--- config.mk ---
export PLATFORM = sky130hd
export DESIGN_NAME = divider
export DESIGN_NICKNAME = d
export VERILOG_FILES = /design/src/rtl/divider_pkg.sv /design/src/rtl/divider_div_step.sv /design/src/rtl/divider.sv
export SDC_FILE = /design/constraint.sdc
export NUM_CORES = 1
export LEC_CHECK = 0
export ABC_AREA = 1
export CORE_MARGIN = 3
export CORE_UTILIZATION = 56
export DETAILED_ROUTE_END_ITERATION = 6
export PLACE_DENSITY = 0.81
export SETUP_SLACK_MARGIN = 0.5
export SYNTH_ARGS = -nofsm -noshare
export SYNTH_HDL_FRONTEND = slang
export SYNTH_SLANG_ARGS = --single-unit
--- constraint.sdc ---
create_clock -name clk -period 3.31 [get_ports clk]
set_clock_uncertainty 0.15 [all_clocks]
set_input_delay 0.8275 -clock clk [delete_from_list [all_inputs] [get_ports clk]]
set_output_delay 0.8275 -clock clk [all_outputs]
set_load 0.01 [all_outputs]
--- src/rtl/divider_pkg.sv ---
// Shared execute-stage definitions: operand width, Signal function codes and
// the control-state encoding used by the multiplier/divider FSMs.
package divider_pkg;

    localparam int unsigned WIDTH = 32;
    localparam int unsigned SIG_W = 6;
    localparam int unsigned CNT_W = $clog2(WIDTH);

    localparam logic [SIG_W-1:0] DIVU = 6'b011011;
    localparam logic [SIG_W-1:0] MUL  = 6'b011000;
    localparam logic [SIG_W-1:0] OUT  = 6'b111111;

    localparam logic [1:0] IDLE = 2'd0;
    localparam logic [1:0] RUN  = 2'd1;
    localparam logic [1:0] DONE = 2'd2;

endpackage

--- src/rtl/divider_div_step.sv ---
// One restoring-division iteration: shift in the next dividend bit, trial
// subtract the divisor, and keep the difference only when it did not borrow.
module divider_div_step
    import divider_pkg::*;
(
    input  logic [WIDTH-1:0] rem,
    input  logic [WIDTH-1:0] quo,
    input  logic [WIDTH-1:0] divisor,
    output logic [WIDTH-1:0] rem_next,
    output logic [WIDTH-1:0] quo_next
);

    logic [WIDTH:0] shifted;
    logic [WIDTH:0] diff;

    // 33-bit trial so divisors with the top bit set still compare correctly
    assign shifted = {rem, quo[WIDTH-1]};
    assign diff    = shifted - {1'b0, divisor};

    // The kept remainder is always below the divisor, so it fits in WIDTH bits
    always_comb begin
        if (!diff[WIDTH]) begin
            rem_next = diff[WIDTH-1:0];
            quo_next = {quo[WIDTH-2:0], 1'b1};
        end else begin
            rem_next = shifted[WIDTH-1:0];
            quo_next = {quo[WIDTH-2:0], 1'b0};
        end
    end

endmodule

--- src/rtl/divider.sv ---
// Sequential unsigned restoring divider: one quotient bit per clock, result
// presented as {remainder, quotient} and held until the next completion.
module divider
    import divider_pkg::*;
(
    input  logic                 clk,
    input  logic                 reset,
    input  logic [WIDTH-1:0]     dataA,
    input  logic [WIDTH-1:0]     dataB,
    input  logic [SIG_W-1:0]     Signal,
    output logic [2*WIDTH-1:0]   dataOut,
    output logic                 busy,
    output logic                 done
);

    logic [1:0]           state, state_n;
    logic [CNT_W-1:0]     counter, counter_n;
    logic [WIDTH-1:0]     quo, quo_n;
    logic [WIDTH-1:0]     rem, rem_n;
    logic [WIDTH-1:0]     divisor, divisor_n;
    logic [2*WIDTH-1:0]   data_out_n;
    logic                 busy_n, done_n;
    logic [WIDTH-1:0]     rem_step, quo_step;

    divider_div_step u_step (
        .rem      (rem),
        .quo      (quo),
        .divisor  (divisor),
        .rem_next (rem_step),
        .quo_next (quo_step)
    );

    // State and datapath registers
    always_ff @(posedge clk) begin
        if (reset) begin
            state   <= IDLE;
            counter <= '0;
            quo     <= '0;
            rem     <= '0;
            divisor <= '0;
            dataOut <= '0;
            busy    <= 1'b0;
            done    <= 1'b0;
        end else begin
            state   <= state_n;
            counter <= counter_n;
            quo     <= quo_n;
            rem     <= rem_n;
            divisor <= divisor_n;
            dataOut <= data_out_n;
            busy    <= busy_n;
            done    <= done_n;
        end
    end

    // Next-state and next-output logic
    always_comb begin
        state_n    = state;
        counter_n  = counter;
        quo_n      = quo;
        rem_n      = rem;
        divisor_n  = divisor;
        data_out_n = dataOut;
        busy_n     = busy;
        done_n     = done;

        case (state)
            IDLE, DONE: begin
                if (Signal == DIVU) begin
                    if (dataB != '0) begin
                        divisor_n = dataB;
                        quo_n     = dataA;
                        rem_n     = '0;
                        counter_n = '0;
                        state_n   = RUN;
                        busy_n    = 1'b1;
                        done_n    = 1'b0;
                    end else begin
                        data_out_n = {dataA, {WIDTH{1'b1}}};
                        state_n    = DONE;
                        busy_n     = 1'b0;
                        done_n     = 1'b1;
                    end
                end else if (state == DONE && Signal == OUT) begin
                    state_n = IDLE;
                    done_n  = 1'b0;
                end
            end
            RUN: begin
                rem_n     = rem_step;
                quo_n     = quo_step;
                counter_n = counter + CNT_W'(1);
                if (counter == CNT_W'(WIDTH - 1)) begin
                    data_out_n = {rem_step, quo_step};
                    state_n    = DONE;
                    busy_n     = 1'b0;
                    done_n     = 1'b1;
                end
            end
            default: begin
                state_n = IDLE;
                busy_n  = 1'b0;
                done_n  = 1'b0;
            end
        endcase
    end

endmodule

Yosys cells after proc, flatten, opt, wreduce, memory -nomap -nowiden
Index checks and enable logic that the tools add are counted.
{"block": "word_totals", "output_inout_bits": 66, "ff_bits": 169, "word_cells": 59, "input_bits": 72}
{"block": "op_classes", "n_reduce_logical": 10, "eq_ne": 10, "n_addsub": 2, "muxes": 29}
{"op": "$mux 64", "count": 3}
{"op": "$mux 32", "count": 5}
{"op": "$pmux 32 s2", "count": 2}
{"op": "$pmux 64 s2", "count": 1}
{"op": "$sub 33x32->33", "count": 1}
{"op": "$reduce_bool 32->1", "count": 1}
{"op": "$mux 5", "count": 2}
{"op": "$pmux 5 s2", "count": 1}
{"op": "$mux 1", "count": 8}
{"op": "$mux 2", "count": 4}
{"op": "$ne 2x2->1 const B", "count": 4}
{"op": "$eq 6x5->1 const B", "count": 1}
{"op": "$eq 6x6->1 const B", "count": 1}
{"op": "$reduce_and 3->1", "count": 2}
{"op": "$add 5x1->5 const B", "count": 1}
{"op": "$eq 5x5->1 const B", "count": 1}
{"op": "$pmux 1 s2", "count": 2}
{"op": "$pmux 2 s2", "count": 1}
{"op": "$reduce_and 2->1", "count": 2}
{"op": "$reduce_and 4->1", "count": 1}
{"op": "$ne 3x3->1 const B", "count": 1}
{"op": "$eq 2x1->1 const B", "count": 1}
{"op": "$eq 2x2->1 const B", "count": 1}
{"op": "$logic_not 2->1", "count": 1}
{"op": "other kinds (3)", "count": 3}

Longest topological paths before layout
{"block": "depth", "depth_word": 5, "depth_mapped": 19, "ltp_nobuf": 18}

Cells and area by module
From an unflattened synthesis, not the netlist that was laid out.
{"block": "unflattened", "hier_cells": 1818, "area_unflattened_um2": 11031.8}
{"mod": "divider", "area_per_inst_um2": 7548.5, "cells_each": 1106, "seq_area_each_um2": 3363.2, "n_inst": 1}
{"mod": "divider_div_step", "area_per_inst_um2": 3483.3, "cells_each": 712, "seq_area_each_um2": 0.0, "n_inst": 1}

Worst setup path after synthesis
No wires, ideal clock.
{"block": "synth_path", "path_kind": "register -> register", "start": "reg quo[31]", "end": "reg rem[31]", "setup_ps": 109, "stages_incl_launch_ff": 19, "arrival_ps": 2080, "t_required_ps": 3051, "setup_slack_ps": 971, "n_path_buf": 1, "period_less_slack_ps": 2339, "cell_sequence": "dfxtp_1 -> inv_1 -> ha_1 -> fa_1 -> inv_1 -> nand2_1 -> nand2_1 -> nand3_1 -> nand2_1 -> nand2_1 -> nand2_1 -> nand2_2 -> nand3_1 -> nand2_4 -> buf_8 -> nand3_2 -> nand3_1 -> nand2_1 -> inv_1"}
{"block": "synth_via", "elab_chain_len": 3}
{"item": "from (decl)", "line": "divider.sv:18", "source": "logic [WIDTH-1:0] quo, quo_n;"}
{"item": "from (signal assigned)", "line": "divider.sv:47", "source": "quo <= quo_n;"}
{"item": "$sub 33x32->33", "line": "divider_div_step.sv:18", "source": "assign diff = shifted - {1'b0, divisor};"}
{"item": "$mux 32", "line": "divider_div_step.sv:22", "source": "if (!diff[WIDTH]) begin"}
{"item": "$pmux 32 s2", "line": "divider.sv:67", "source": "case (state)"}
{"item": "to (signal assigned)", "line": "divider.sv:48", "source": "rem <= rem_n;"}
{"item": "to (decl)", "line": "divider.sv:19", "source": "logic [WIDTH-1:0] rem, rem_n;"}
Every way passes these cells.
A chain may end at the register's enable or synchronous reset.

Worst setup path after layout
{"block": "layout_path", "start": "in dataB[16]", "end": "reg dataOut[55]"}
{"block": "layout_via", "elab_chain_len": 3}
{"item": "from (decl)", "line": "divider.sv:9", "source": "input logic [WIDTH-1:0] dataB,"}
{"item": "$reduce_bool 32->1", "line": "divider.sv:70", "source": "if (dataB != '0) begin"}
{"item": "$ne 2x2->1 (no source line)"}
{"item": "$reduce_and 4->1 (no source line)"}
{"item": "to (signal assigned)", "line": "divider.sv:50", "source": "dataOut <= data_out_n;"}
{"item": "to (decl)", "line": "divider.sv:11", "source": "output logic [2*WIDTH-1:0] dataOut,"}
Every way passes these cells.

==> flow_metrics.py <==
metrics = {
    "setup_path": {
        "cp_slowest_cell": "clkdlybuf4s50_1",
        "path_cells": "clkdlybuf4s50_1 -> nor4_1 -> nand2_1 -> nor2_2 -> nand2_1 -> nand2_1 -> nand2_2 -> buf_4 -> nor2_1 -> nand3_1 -> nand2_1 -> inv_1",
        "worst_setup_path_end_kind": "flop",
        "path_max_fanout": 14,
        "cp.required_ps": 3500,
        "path_common_cell": "nand2_1",
        "startpoint_type": "input port",
        "arrival_ps": 2900,
        "max_stage_delay_ps": 420,
        "critPathKind": "input port to flop",
    },
    "synth": {
        "synth-seq-cells": 168,
        "syn_area_mm2": 0.0102,
        "syn-num-nets": 1718,
        "yosysTopAreaCell": "dfxtp_1",
        "seq_area_frac_synth_pct": 33.0,
        "synth_cell_types": 35,
        "yosysWarnings": 0,
        "synth_area_per_cell_um2": 6.32,
        "syn_inst": 1611,
        "yosys.area.top_type_share_pct": 33.0,
        "ys_top_cells_by_area": "dfxtp_1 33%, nand2_1 16%, inv_1 10%",
    },
    "sta": {
        "slew_viol_final": 0,
        "tightest_slew_ps": 643,
        "period_share_pct": 81.9,
        "whs_ps": 312,
        "finalSetupViolCount": 0,
        "fmax_mhz": 369,
        "hold_viol_final": 0,
        "grt_setup_unrepaired": "no",
        "tns_ps": 0,
        "slew_headroom_pct": 57.1,
        "min_period_ps": 2710,
    },
    "clock_tree": {
        "clock_latency_ps": 440,
        "numClockSinks": 168,
        "cts_max_level": 4,
        "cts_buffer_depth": 2,
        "cts_tree": "yes",
        "clockRootBuffer": "clkbuf_16",
        "cts_buffers": 17,
        "holdBufCountCts": 0,
        "path_clk_slew_ps": 70,
    },
    "min_path": {
        "min_path_type": "flop to flop",
    },
    "place": {
        "place_congestion": 0.948,
        "dp_cells": 1924,
        "portBuffers": 137,
        "hpwl_um": 21800,
    },
    "run_status": {
        "outcome": "finished, final reports clean",
    },
    "die": {
        "fp.dieArea_mm2": 0.0198,
        "rows": 48,
        "die_x_um": 141,
        "core_region_area_mm2": 0.0175,
        "ios": 138,
        "initial_core_util_pct": 58.1,
        "die_h_um": 141,
    },
    "drt": {
        "finalWirelength_um": 30400,
        "dr.pass1.iters": 7,
        "postRouteAntennaNets": 0,
        "vias": 10400,
        "drtIter0Drc": 878,
        "wl_per_cell_um": 15.5,
        "viasPerCell": 5.31,
        "drc_errors": 0,
    },
    "grt": {
        "antenna_found_initial": 0,
        "grt_usage_pct": 28.9,
        "overflow": 0,
        "grt_pass1_wl_um": 46500,
        "grt_pass1_vias": 9430,
        "grt_start_max_net_pins": 97,
    },
    "flow_run": {
        "drv_cap": 0,
    },
    "layout": {
        "drive_gt1_share_pct": 8.10,
        "fin_nets": 1834,
        "area_growth_pct": 23.6,
        "insertedDiodeCount": 0,
        "layout.cells.non_filler": 1965,
    },
    "power": {
        "power_leakage_nw": 6.42,
        "power_density_mw_per_mm2": 399,
        "ir_drop_uv": 394,
    },
}
cells in the final DEF (no fill, tap or decap), types with 2 or more instances in the layout:
cell type / instances
nand2_1: 427
inv_1: 276
nor2_1: 169
dfxtp_1: 167
nand3_1: 150
clkdlybuf4s50_1: 137
o21ai_0: 69
a21oi_1: 59
nor3_1: 40
nand3_2: 36
ha_1: 34
o211a_1: 29
buf_4: 20
clkbuf_16: 19
xor2_1: 14
nand2_2: 9
nor2_2: 8
buf_12: 8
nand4_1: 7
inv_2: 7
and2_1: 6
inv_8: 6
nand2_4: 4
nand2_8: 4
nor4_1: 4
nor4_2: 4
o21ai_1: 2
o211ai_1: 2
a21o_1: 2
inv_6: 2
clkinvlp_4: 2
clkinv_4: 2
clkinv_8: 2
final cells by class:
class	instances	area, µm²
timing repair buffer	167	1730
fill	1494	4940
clock buffer	18	439
sequential	168	3360
clock inverter	14	150
tap	225	282
multi-input combinational	1088	5550
inverter	285	1070
cell families after synthesis:
group	count (synthesis)	share of synthesized area (%)
adder cells (fa/ha/maj)	35	4.37
AO/OA/AOI/OAI	165	9.65
AND/OR/NAND/NOR	870	37.5
buffers and inverters	358	14.1
flip-flops	168	33.0
XOR/XNOR	15	1.29
worst max-delay path, delay by kind of cell:
family                 cells  cell delay [ps]
buffers and inverters      3              680
and+or+nand+nor            9             1380
final timing paths:
check | from | cells after the start | to | slack [ps]
worst max-delay path | dataB[16] | 12 | dataOut[55] | 600
worst min-delay path | divisor[26] | 2 | divisor[26] | 310
worst min register to register | divisor[26] | 2 | divisor[26] | 310
worst max register to register | quo[31] | 19 | rem[8] | 600
cells in the mapped netlist (all sizes together):
cell type and number:
o211ai 2, and2 6, a21o 2, nand2 441, o21ai 71, o211a 29, fa 1, o21bai 1
ha 34, xnor2 1, a21oi 60, nand4 7, xor2 14, buf 33, nor4 8, inv 284
or2 1, clkinv 1, and3 1, nand3 187, clkbuf 40, nor3 41, nor2 178, dfxtp 168
where the power goes:
part           switching, mW  leakage, nW  internal [mW]
logic                  0.611         4.78          0.371
registers             0.0133         1.35           2.04
clock network          0.964        0.284           1.03
flip-flops by register name, summed over array words and instances (netlist names):
register  cells
busy          1
counter       5
dataOut      64
divisor      32
done          1
quo          32
rem          32
state         1
metal layers:
layer	up-vias	track usage (%)	part of all wire (%)
met5	-	0	0
li1	5259	-	-
met1	4703	39.6	44
met4	0	9.18	2.8
met3	61	4.72	7.0
met2	416	46.6	46
metrics by stage:
step	worst slack [ps]	cell area (µm²)	total power [mW]	util, %
after CTS	462	12400	4.87	70.7
after detailed placement	86.3	11800	2.87	67.0
after floorplan	971	10200	2.66	-
after global placement	95.4	11800	2.86	67.0
final	600	12600	5.03	71.8
after global routing	421	12600	5.18	71.8
what timing repair did:
action / 4_1_cts / 5_1_grt
endpoints found under the setup margin: 66 / 81
endpoints found under the hold margin: 0 / 0
pin swaps: 1 / 7
buffers inserted: 2 / 2
cloned: 0 / 5
gates resized for setup: 3 / 21
No activity file was read; power rests on OpenSTA's default activity.
